===== config.mk =====
export PLATFORM = sky130hd
export DESIGN_NAME = screen_sequencer
export DESIGN_NICKNAME = d
export VERILOG_FILES = /design/src/rtl/screen_pkg.sv /design/src/rtl/btn_sync_edge.sv /design/src/rtl/screen_sequencer.sv
export SDC_FILE = /design/constraint.sdc
export NUM_CORES = 1
export LEC_CHECK = 0
export CAP_MARGIN = 20
export CORE_MARGIN = 8
export CORE_UTILIZATION = 47
export CTS_BUF_LIST = sky130_fd_sc_hd__clkbuf_16
export DETAILED_ROUTE_END_ITERATION = 10
export PLACE_DENSITY = 0.9
export SLEW_MARGIN = 5
export SYNTH_ARGS = -nofsm -noshare
export SYNTH_HDL_FRONTEND = slang
export SYNTH_SLANG_ARGS = --single-unit

===== constraint.sdc =====
create_clock -name clk -period 3.4 [get_ports clk]
set_input_delay 0.34 -clock clk [delete_from_list [all_inputs] [get_ports clk]]
set_output_delay 0.34 -clock clk [all_outputs]
set_load 0.01 [all_outputs]

===== src/rtl/screen_pkg.sv =====
// rtl/screen_pkg.sv - screen codes, panel geometry and RGB565 colours
package screen_pkg;

  typedef enum logic [1:0] {
    HOME = 2'd0,
    MENU = 2'd1,
    GAME = 2'd2,
    CTRL = 2'd3
  } screen_t;

  localparam int OLED_W      = 96;
  localparam int OLED_H      = 64;
  localparam int OLED_PIXELS = OLED_W * OLED_H;

  localparam logic [15:0] BLACK  = 16'h0000;
  localparam logic [15:0] WHITE  = 16'hFFFF;
  localparam logic [15:0] RED    = 16'hF800;
  localparam logic [15:0] GREEN  = 16'h07E0;
  localparam logic [15:0] BLUE   = 16'h001F;
  localparam logic [15:0] YELLOW = 16'hFFE0;

endpackage


===== src/rtl/btn_sync_edge.sv =====
// rtl/btn_sync_edge.sv - two-flop synchroniser and registered rising-edge pulse
module btn_sync_edge (
  input  logic clk,
  input  logic rst_n,
  input  logic btn,
  output logic pulse
);

  logic sync1;
  logic sync2;
  logic prev;

  always_ff @(posedge clk or negedge rst_n) begin
    if (!rst_n) begin
      sync1 <= 1'b0;
      sync2 <= 1'b0;
      prev  <= 1'b0;
      pulse <= 1'b0;
    end else begin
      sync1 <= btn;
      sync2 <= sync1;
      prev  <= sync2;
      pulse <= sync2 & ~prev;
    end
  end

endmodule


===== src/rtl/screen_sequencer.sv =====
// rtl/screen_sequencer.sv - pixel coordinates, screen FSM, blink timebase and renderer mux
// Optional idle timeout back to HOME: define SCREEN_SEQ_TIMEOUT_EN.
module screen_sequencer
  import screen_pkg::*;
#(
  parameter int BLINK_FRAMES   = 15,
  parameter int TIMEOUT_FRAMES = 600
) (
  input  logic        clk,
  input  logic        rst_n,
  input  logic        frame_begin,
  input  logic [12:0] pixel_index,
  input  logic        btn_up,
  input  logic        btn_down,
  input  logic        btn_sel,
  input  logic        btn_back,
  input  logic [15:0] home_px,
  input  logic [15:0] menu_px,
  input  logic [15:0] game_px,
  input  logic [15:0] ctrl_px,
  output logic [6:0]  x,
  output logic [5:0]  y,
  output logic [15:0] oled_data,
  output logic [1:0]  screen,
  output logic        cursor,
  output logic        blink
);

  localparam logic [7:0]  BLINK_LAST = 8'(BLINK_FRAMES - 1);
  localparam logic [11:0] IDLE_LIMIT = 12'(TIMEOUT_FRAMES);

  logic    up_p, down_p, sel_p, back_p;
  screen_t screen_q;
  screen_t next_screen;
  logic    pending;
  logic    commit;
  logic    in_range;
  logic    idle_screen;
  logic    timeout_req;
  logic [7:0]  blink_cnt;
  logic [11:0] idle_cnt;
  logic [15:0] pix_sel;

  btn_sync_edge u_up   (.clk(clk), .rst_n(rst_n), .btn(btn_up),   .pulse(up_p));
  btn_sync_edge u_down (.clk(clk), .rst_n(rst_n), .btn(btn_down), .pulse(down_p));
  btn_sync_edge u_sel  (.clk(clk), .rst_n(rst_n), .btn(btn_sel),  .pulse(sel_p));
  btn_sync_edge u_back (.clk(clk), .rst_n(rst_n), .btn(btn_back), .pulse(back_p));

  assign screen      = screen_q;
  assign commit      = frame_begin & pending;
  assign idle_screen = (screen_q == MENU) || (screen_q == CTRL);

  // Stage 1 latches coordinates; stage 2 samples the renderer that saw them.
  always_ff @(posedge clk or negedge rst_n) begin
    if (!rst_n) begin
      x         <= '0;
      y         <= '0;
      in_range  <= 1'b0;
      oled_data <= BLACK;
    end else begin
      if (pixel_index < 13'(OLED_PIXELS)) begin
        x        <= 7'(pixel_index % 13'(OLED_W));
        y        <= 6'(pixel_index / 13'(OLED_W));
        in_range <= 1'b1;
      end else begin
        x        <= '0;
        y        <= '0;
        in_range <= 1'b0;
      end
      oled_data <= in_range ? pix_sel : BLACK;
    end
  end

  always_comb begin
    pix_sel = home_px;
    case (screen_q)
      HOME:    pix_sel = home_px;
      MENU:    pix_sel = menu_px;
      GAME:    pix_sel = game_px;
      CTRL:    pix_sel = ctrl_px;
      default: pix_sel = home_px;
    endcase
  end

`ifdef SCREEN_SEQ_TIMEOUT_EN
  always_ff @(posedge clk or negedge rst_n) begin
    if (!rst_n) begin
      idle_cnt <= '0;
    end else if (up_p || down_p || sel_p || back_p || commit) begin
      idle_cnt <= '0;
    end else if (frame_begin && idle_screen && (idle_cnt != 12'hFFF)) begin
      idle_cnt <= idle_cnt + 12'd1;
    end
  end
`else
  assign idle_cnt = '0;
`endif

  assign timeout_req = !pending && idle_screen && (idle_cnt >= IDLE_LIMIT);

  // next_screen is the navigation state; screen_q only follows it on frame_begin.
  always_ff @(posedge clk or negedge rst_n) begin
    if (!rst_n) begin
      next_screen <= HOME;
      screen_q    <= HOME;
      pending     <= 1'b0;
      cursor      <= 1'b0;
      blink       <= 1'b1;
      blink_cnt   <= '0;
    end else begin
      if (commit) begin
        screen_q  <= next_screen;
        pending   <= 1'b0;
        blink_cnt <= '0;
        blink     <= 1'b1;
      end else if (frame_begin) begin
        if (blink_cnt == BLINK_LAST) begin
          blink_cnt <= '0;
          blink     <= ~blink;
        end else begin
          blink_cnt <= blink_cnt + 8'd1;
        end
      end

      if (back_p) begin
        if (!pending) begin
          case (next_screen)
            MENU:       begin next_screen <= HOME; pending <= 1'b1; end
            GAME, CTRL: begin next_screen <= MENU; pending <= 1'b1; end
            default: ;
          endcase
        end
      end else if (sel_p) begin
        if (!pending) begin
          case (next_screen)
            HOME:    begin next_screen <= MENU; pending <= 1'b1; end
            MENU:    begin next_screen <= cursor ? CTRL : GAME; pending <= 1'b1; end
            default: ;
          endcase
        end
      end else if (up_p) begin
        if (next_screen == MENU) cursor <= 1'b0;
      end else if (down_p) begin
        if (next_screen == MENU) cursor <= 1'b1;
      end else if (timeout_req) begin
        next_screen <= HOME;
        pending     <= 1'b1;
      end

      if (commit && (screen_q == HOME) && (next_screen == MENU)) cursor <= 1'b0;
    end
  end

endmodule


; ---- Yosys cells after proc, flatten, opt, wreduce, memory -nomap -nowiden
; Cells that the tools add are included.
[word_totals]
output_inout_bits = 33
word_cells = 101
regBits = 61
input_bits = 84
[op_classes]
eq_ne = 14
reduce_logical = 15
bitwise = 10
n_addsub = 1
div_mod_pow = 2
n_mux = 32
n_lt_le_gt_ge = 1
[ops]
columns = operator, n
row1 = one-hot mux 16 bit (4 select lines), 1
row2 = 2-to-1 mux 8 bit, 3
row3 = 2-to-1 mux 1 bit, 19
row4 = 2-to-1 mux 16 bit, 1
row5 = divider 13 x 7 -> 13 bit (second input constant), 1
row6 = less-than comparator 13 bit (second input constant), 1
row7 = modulo 13 x 7 -> 13 bit (second input constant), 1
row8 = AND reduction 5 bit, 2
row9 = != test 3 bit (second input constant), 3
row10 = adder 8 x 1 -> 8 bit (second input constant), 1
row11 = equality test 2 bit (second input constant), 4
row12 = equality test 8 x 4 -> 1 bit (second input constant), 1
row13 = 2-to-1 mux 2 bit, 4
row14 = != test 2 bit (second input constant), 4
row15 = one-hot mux 2 bit (2 select lines), 2
row16 = 2-to-1 mux 7 bit, 1
row17 = 2-to-1 mux 6 bit, 1
row18 = nonzero test 2 bit, 3
row19 = nonzero test 3 bit, 2
row20 = bitwise AND 1 bit, 5
row21 = NOT 1 bit, 5
row22 = equality test 2 x 1 -> 1 bit (second input constant), 2
row23 = logical NOT 2 bit, 2
row24 = OR reduction 2 bit, 2
row25 = other kinds (3), 4

; ---- Logic depth before layout (Yosys ltp)
[depth]
depth_word = 7
ltp_mapped = 8
ltp_nobuf = 8

; ---- By module
; A second synthesis with hierarchy kept.
[hier_totals]
cells_unflattened = 261
hier_area_um2 = 3066.7
[by_module_without_submodules]
columns = module, cells_per_inst, instances, seq_area_each_um2, area_each_um2
row1 = screen_sequencer, 241, 1, 1127.3, 2611.3
row2 = btn_sync_edge, 5, 4, 100.1, 113.9

; ---- Worst setup path after synthesis
; Ideal clock, no wire load.
[synth_timing]
path_type = reg-to-reg
from = register blink_cnt[0]
to = register blink_cnt[3]
path_slack_ns = 1.509
path_stages_with_launch = 9
t_required_ns = 3.275
synth_period_minus_slack_ns = 1.891
n_path_buf = 0
arrival_time_ns = 1.765
setup_time_ns = 0.125
path_cell_list = dfrtp_1 -> inv_1 -> ha_1 -> or4b_1 -> o31ai_4 -> inv_2 -> a21bo_2 -> nand2_1 -> o31ai_1
[synth_between]
elab_chain_cells = 4
[synth_lines]
columns = element, line_no
row1 = from (decl), screen_sequencer.sv:40  ; logic [7:0] blink_cnt;
row2 = from (signal assigned), screen_sequencer.sv:121  ; blink_cnt <= blink_cnt + 8'd1;
row3 = adder 8 x 1 -> 8 bit or equality test 8 x 4 -> 1 bit (tied branches), "screen_sequencer.sv:121, screen_sequencer.sv:117"
row4 = 2-to-1 mux 8 bit *, screen_sequencer.sv:117  ; if (blink_cnt == BLINK_LAST) begin
row5 = 2-to-1 mux 8 bit *, screen_sequencer.sv:116  ; end else if (frame_begin) begin
row6 = 2-to-1 mux 8 bit *, screen_sequencer.sv:111  ; if (commit) begin
; Every way passes the cells marked *; elsewhere a longest branch is shown, timed or not. The select of a mux whose other input is x is not followed.
; A chain may end at the register's enable or synchronous reset.

; ---- Worst setup path in the final report
[layout_timing]
from = input pixel_index[11]
to = register y[0]
[layout_between]
elab_chain_cells = 2
[layout_lines]
columns = element, line_no
row1 = from (decl), screen_sequencer.sv:12  ; input logic [12:0] pixel_index,
row2 = divider 13 x 7 -> 13 bit or less-than comparator 13 bit (tied branches), "screen_sequencer.sv:63, screen_sequencer.sv:61"
row3 = 2-to-1 mux 6 bit *, screen_sequencer.sv:61  ; if (pixel_index < 13'(OLED_PIXELS)) begin
row4 = to (signal assigned), screen_sequencer.sv:63  ; y <= 6'(pixel_index / 13'(OLED_W));
row5 = to (decl), screen_sequencer.sv:22  ; output logic [5:0] y,
; Every way passes the cells marked *; elsewhere a longest branch is shown, timed or not.

==> results.md <==
* Status: finished, final reports clean
* TritonCTS clock tree: built
* Leak at 1.897 nW
* Top post-synthesis cells by area: dfrtp_1 47%, mux4_2 11%, and2_1 4.5%
* Area Overhead vs Synth at 46.26%
* Post-synth cell types at 56
* Skew final at 0.008928 ns
* Top-count cell post-synth: dfrtp_1
* Critical Path End: y[0]
* Max-Cap Viols at 0
* Max_slew headroom at 0.4883
* Fin util at 0.6951
* Post-synthesis register bit count at 61
* Post-synth top area cell: dfrtp_1
* Slew @ Worst Pin at 0.7652 ns
* Cts-stage hold buffer count at 0
* Worst Setup End Kind: flop
* Worst Path Max Fanout at 23
* Setup Buffers After CTS at 0
* Worst Hold Slack at 0.06821 ns
* Initial antenna violation count at 0
* CTS Buf Count at 9
* Multiplexer area fraction after synthesis at 0.1399
* Max clock buf depth at 2
* Post-Synth Adder-Cell Area at 0.007880
* Register area at 0.001528 mm^2
* Commonest cells post-synth: 60 x dfrtp_1, 23 x and2_1, 18 x a21oi_1
* Root buffer cell: clkbuf_16
* Worst Reg-to-Reg Cells at 8
* Hpwl dp at 6936 um
* WS Path Type: input pin to flop
* Sequential area share after synthesis at 0.4811
* Arrival time worst endpoint at 2.70 ns
* Simple-gate area share of the yosys netlist at 0.1698
* Reg2reg end: blink_cnt[3]
* Routability cong. at 0.8769
* Crit path from: pixel_index[11]
* Period Utilization, post-route at 0.7261
* Main synth FF type: dfrtp_1
* GRT Util Overall at 0.1994
* Final setup viols at 0
* Largest family of logic cells by synthesized area: simple AND/OR/NAND/NOR gates
* Nets at 473
* Compound-Gate Fraction of Synth Area at 0.1418
* Worst IR Drop VDD at 0.3899 mV
* Die area at 0.009642 mm^2
* Site Rows at 30
* ANT cells at 0
* Die height at 98.20 um
* Die Span X at 98.20 um
* Syn_area_per_cell at 11.55 um^2
* Synth Net Count at 361
* Startpoint types: input pin
* # fillers at 465
* Fin. Hold Viols at 0
* Hold Crit Class: input pin to async pin
* Tmin final at 2.469 ns
* Multi-input gate area at 0.001520 mm^2
* DR vias/cell at 5.650
* H-Tree Depth at 3
* Critical R2R Launch: blink_cnt[0]
* Yosys Warn Count at 0
* Avg WL per Cell at 19.38 um
* IO Count at 117
* Clk sink count at 61
* First-pass GRT wire length at 14,910 um
* 1st-iter DRT viols at 134
* DR DRC count at 0
* Number of global-route vias before repair at 2,748
* 1st-pass router iterations at 4
* Core Region at 0.006681 mm^2
* DP Worst Slack at 0.6283 ns
* Post-Syn Instances at 275
* Share of cells above drive strength 1 at 0.1173
* Clock latency on the worst-skew pair at 0.33 ns
* EDFF count, synth at 0
* Worst-path clk slew at 0.05 ns
* Vias at 2,667
* Setup TNS at 0 ns
* Non-Filler Instances at 472
* Post_cts resized at 0
* Post-route ant nets at 0
* Slew Limit Fails at 0
* F_max at 0.4051 GHz
* Gr ovfl total at 0
* Pwr per Cell Area at 626.9 mW/mm^2
* R2R Setup Slk at 1.32 ns
* Netlist Area Pre-Place at 0.003176 mm^2
* Unrepaired setup endpoints after global routing: false
* Async set-reset flop share out of synthesis at 1.000
* Share of the synthesized area in the top cell type at 0.4728
* Largest net degree at the start of global routing at 35
* Final WL at 9148 um
* Port Buffers at 116
* Critical Path RT at 3.63 ns
* Cell Count Post-Placement at 456
* Worst setup margin at 0.9314 ns
* XOR/XNOR Fraction of Synth Area at 0.01931
* Starting density of the core at 0.4753
-- flip-flops by register name, summed over array words and instances, names as in the netlist, 2 cells and up --
register / cells
next_screen: 2
x: 7
blink_cnt: 8
oled_data: 16
y: 6
screen: 2
-- power by group --
group / internal (W) / leakage [nW] / switching [W]
Sequential: 0.000885 / 0.753 / 0.000170
Clock: 0.000555 / 0.145 / 0.000304
Combinational: 0.000596 / 0.998 / 0.000402
-- critical path, cell delays in order --
cell and delay, ns:
clkdlybuf4s50_1 0.80, and3b_1 0.39, o211ai_2 0.23, o311ai_4 0.14
o41ai_2 0.45, a2111oi_2 0.14, a311oi_2 0.20
-- layout by cell type, fill, tap and decap left out, types with 4 or more instances in the layout --
cell and count:
mux4_2 16, o21ai_0 9, clkbuf_16 9, a21oi_1 18
nand2_1 11, nor2_1 11, mux2i_1 5, clkdlybuf4s50_1 115
nor2b_1 9, inv_1 12, xor2_1 4, nor3_1 4
dfrtp_1 60, and2_1 23, nand3_1 9
-- routing by layer --
metal | track usage | share of wire | vias up
li1 | - | - | 1240
met2 | 0.3530 | 0.52 | 126
met3 | 0.08037 | 0.089 | 9
met5 | 0 | 0 | -
met1 | 0.2118 | 0.38 | 1292
met4 | 0.06257 | 0.012 | 0
-- worst min path at each step --
stage | endpoint | slack (ns) | cells past startpoint
2_1_floorplan | blink_cnt[0] | 0.04 | 0
3_3_place_gp | u_up.sync2 | 0.33 | 0
3_5_place_dp | u_up.sync2 | 0.34 | 0
4_1_cts | next_screen[1] | 0.1 | 1
5_1_grt | oled_data[8] | 0.14 | 1
6_report | blink_cnt[4] | 0.07 | 1
-- area by class of cell --
type / instances / area share
clock buffer: 9 / 0.04849
clock inverter: 7 / 0.01266
tap: 80 / 0.02155
sequential: 61 / 0.3289
timing repair buffer: 118 / 0.2522
inverter: 11 / 0.008890
multi-input combinational: 186 / 0.3273
-- cells by family after synthesis --
logic type / Yosys count
simple gates: 93
fa+ha+maj: 2
flops: 61
buf+inv: 28
compound gates: 60
mux: 24
xor+xnor: 7
-- per-stage QoR --
stage               power [W]  instance area (um^2)
floorplan            0.001583                  3176
global placement     0.002000                  4360
detailed placement   0.002051                  4360
CTS                  0.002934                  4644
global route         0.003067                  4644
finish               0.002911                  4644
Power figures use the tool's default switching activity.
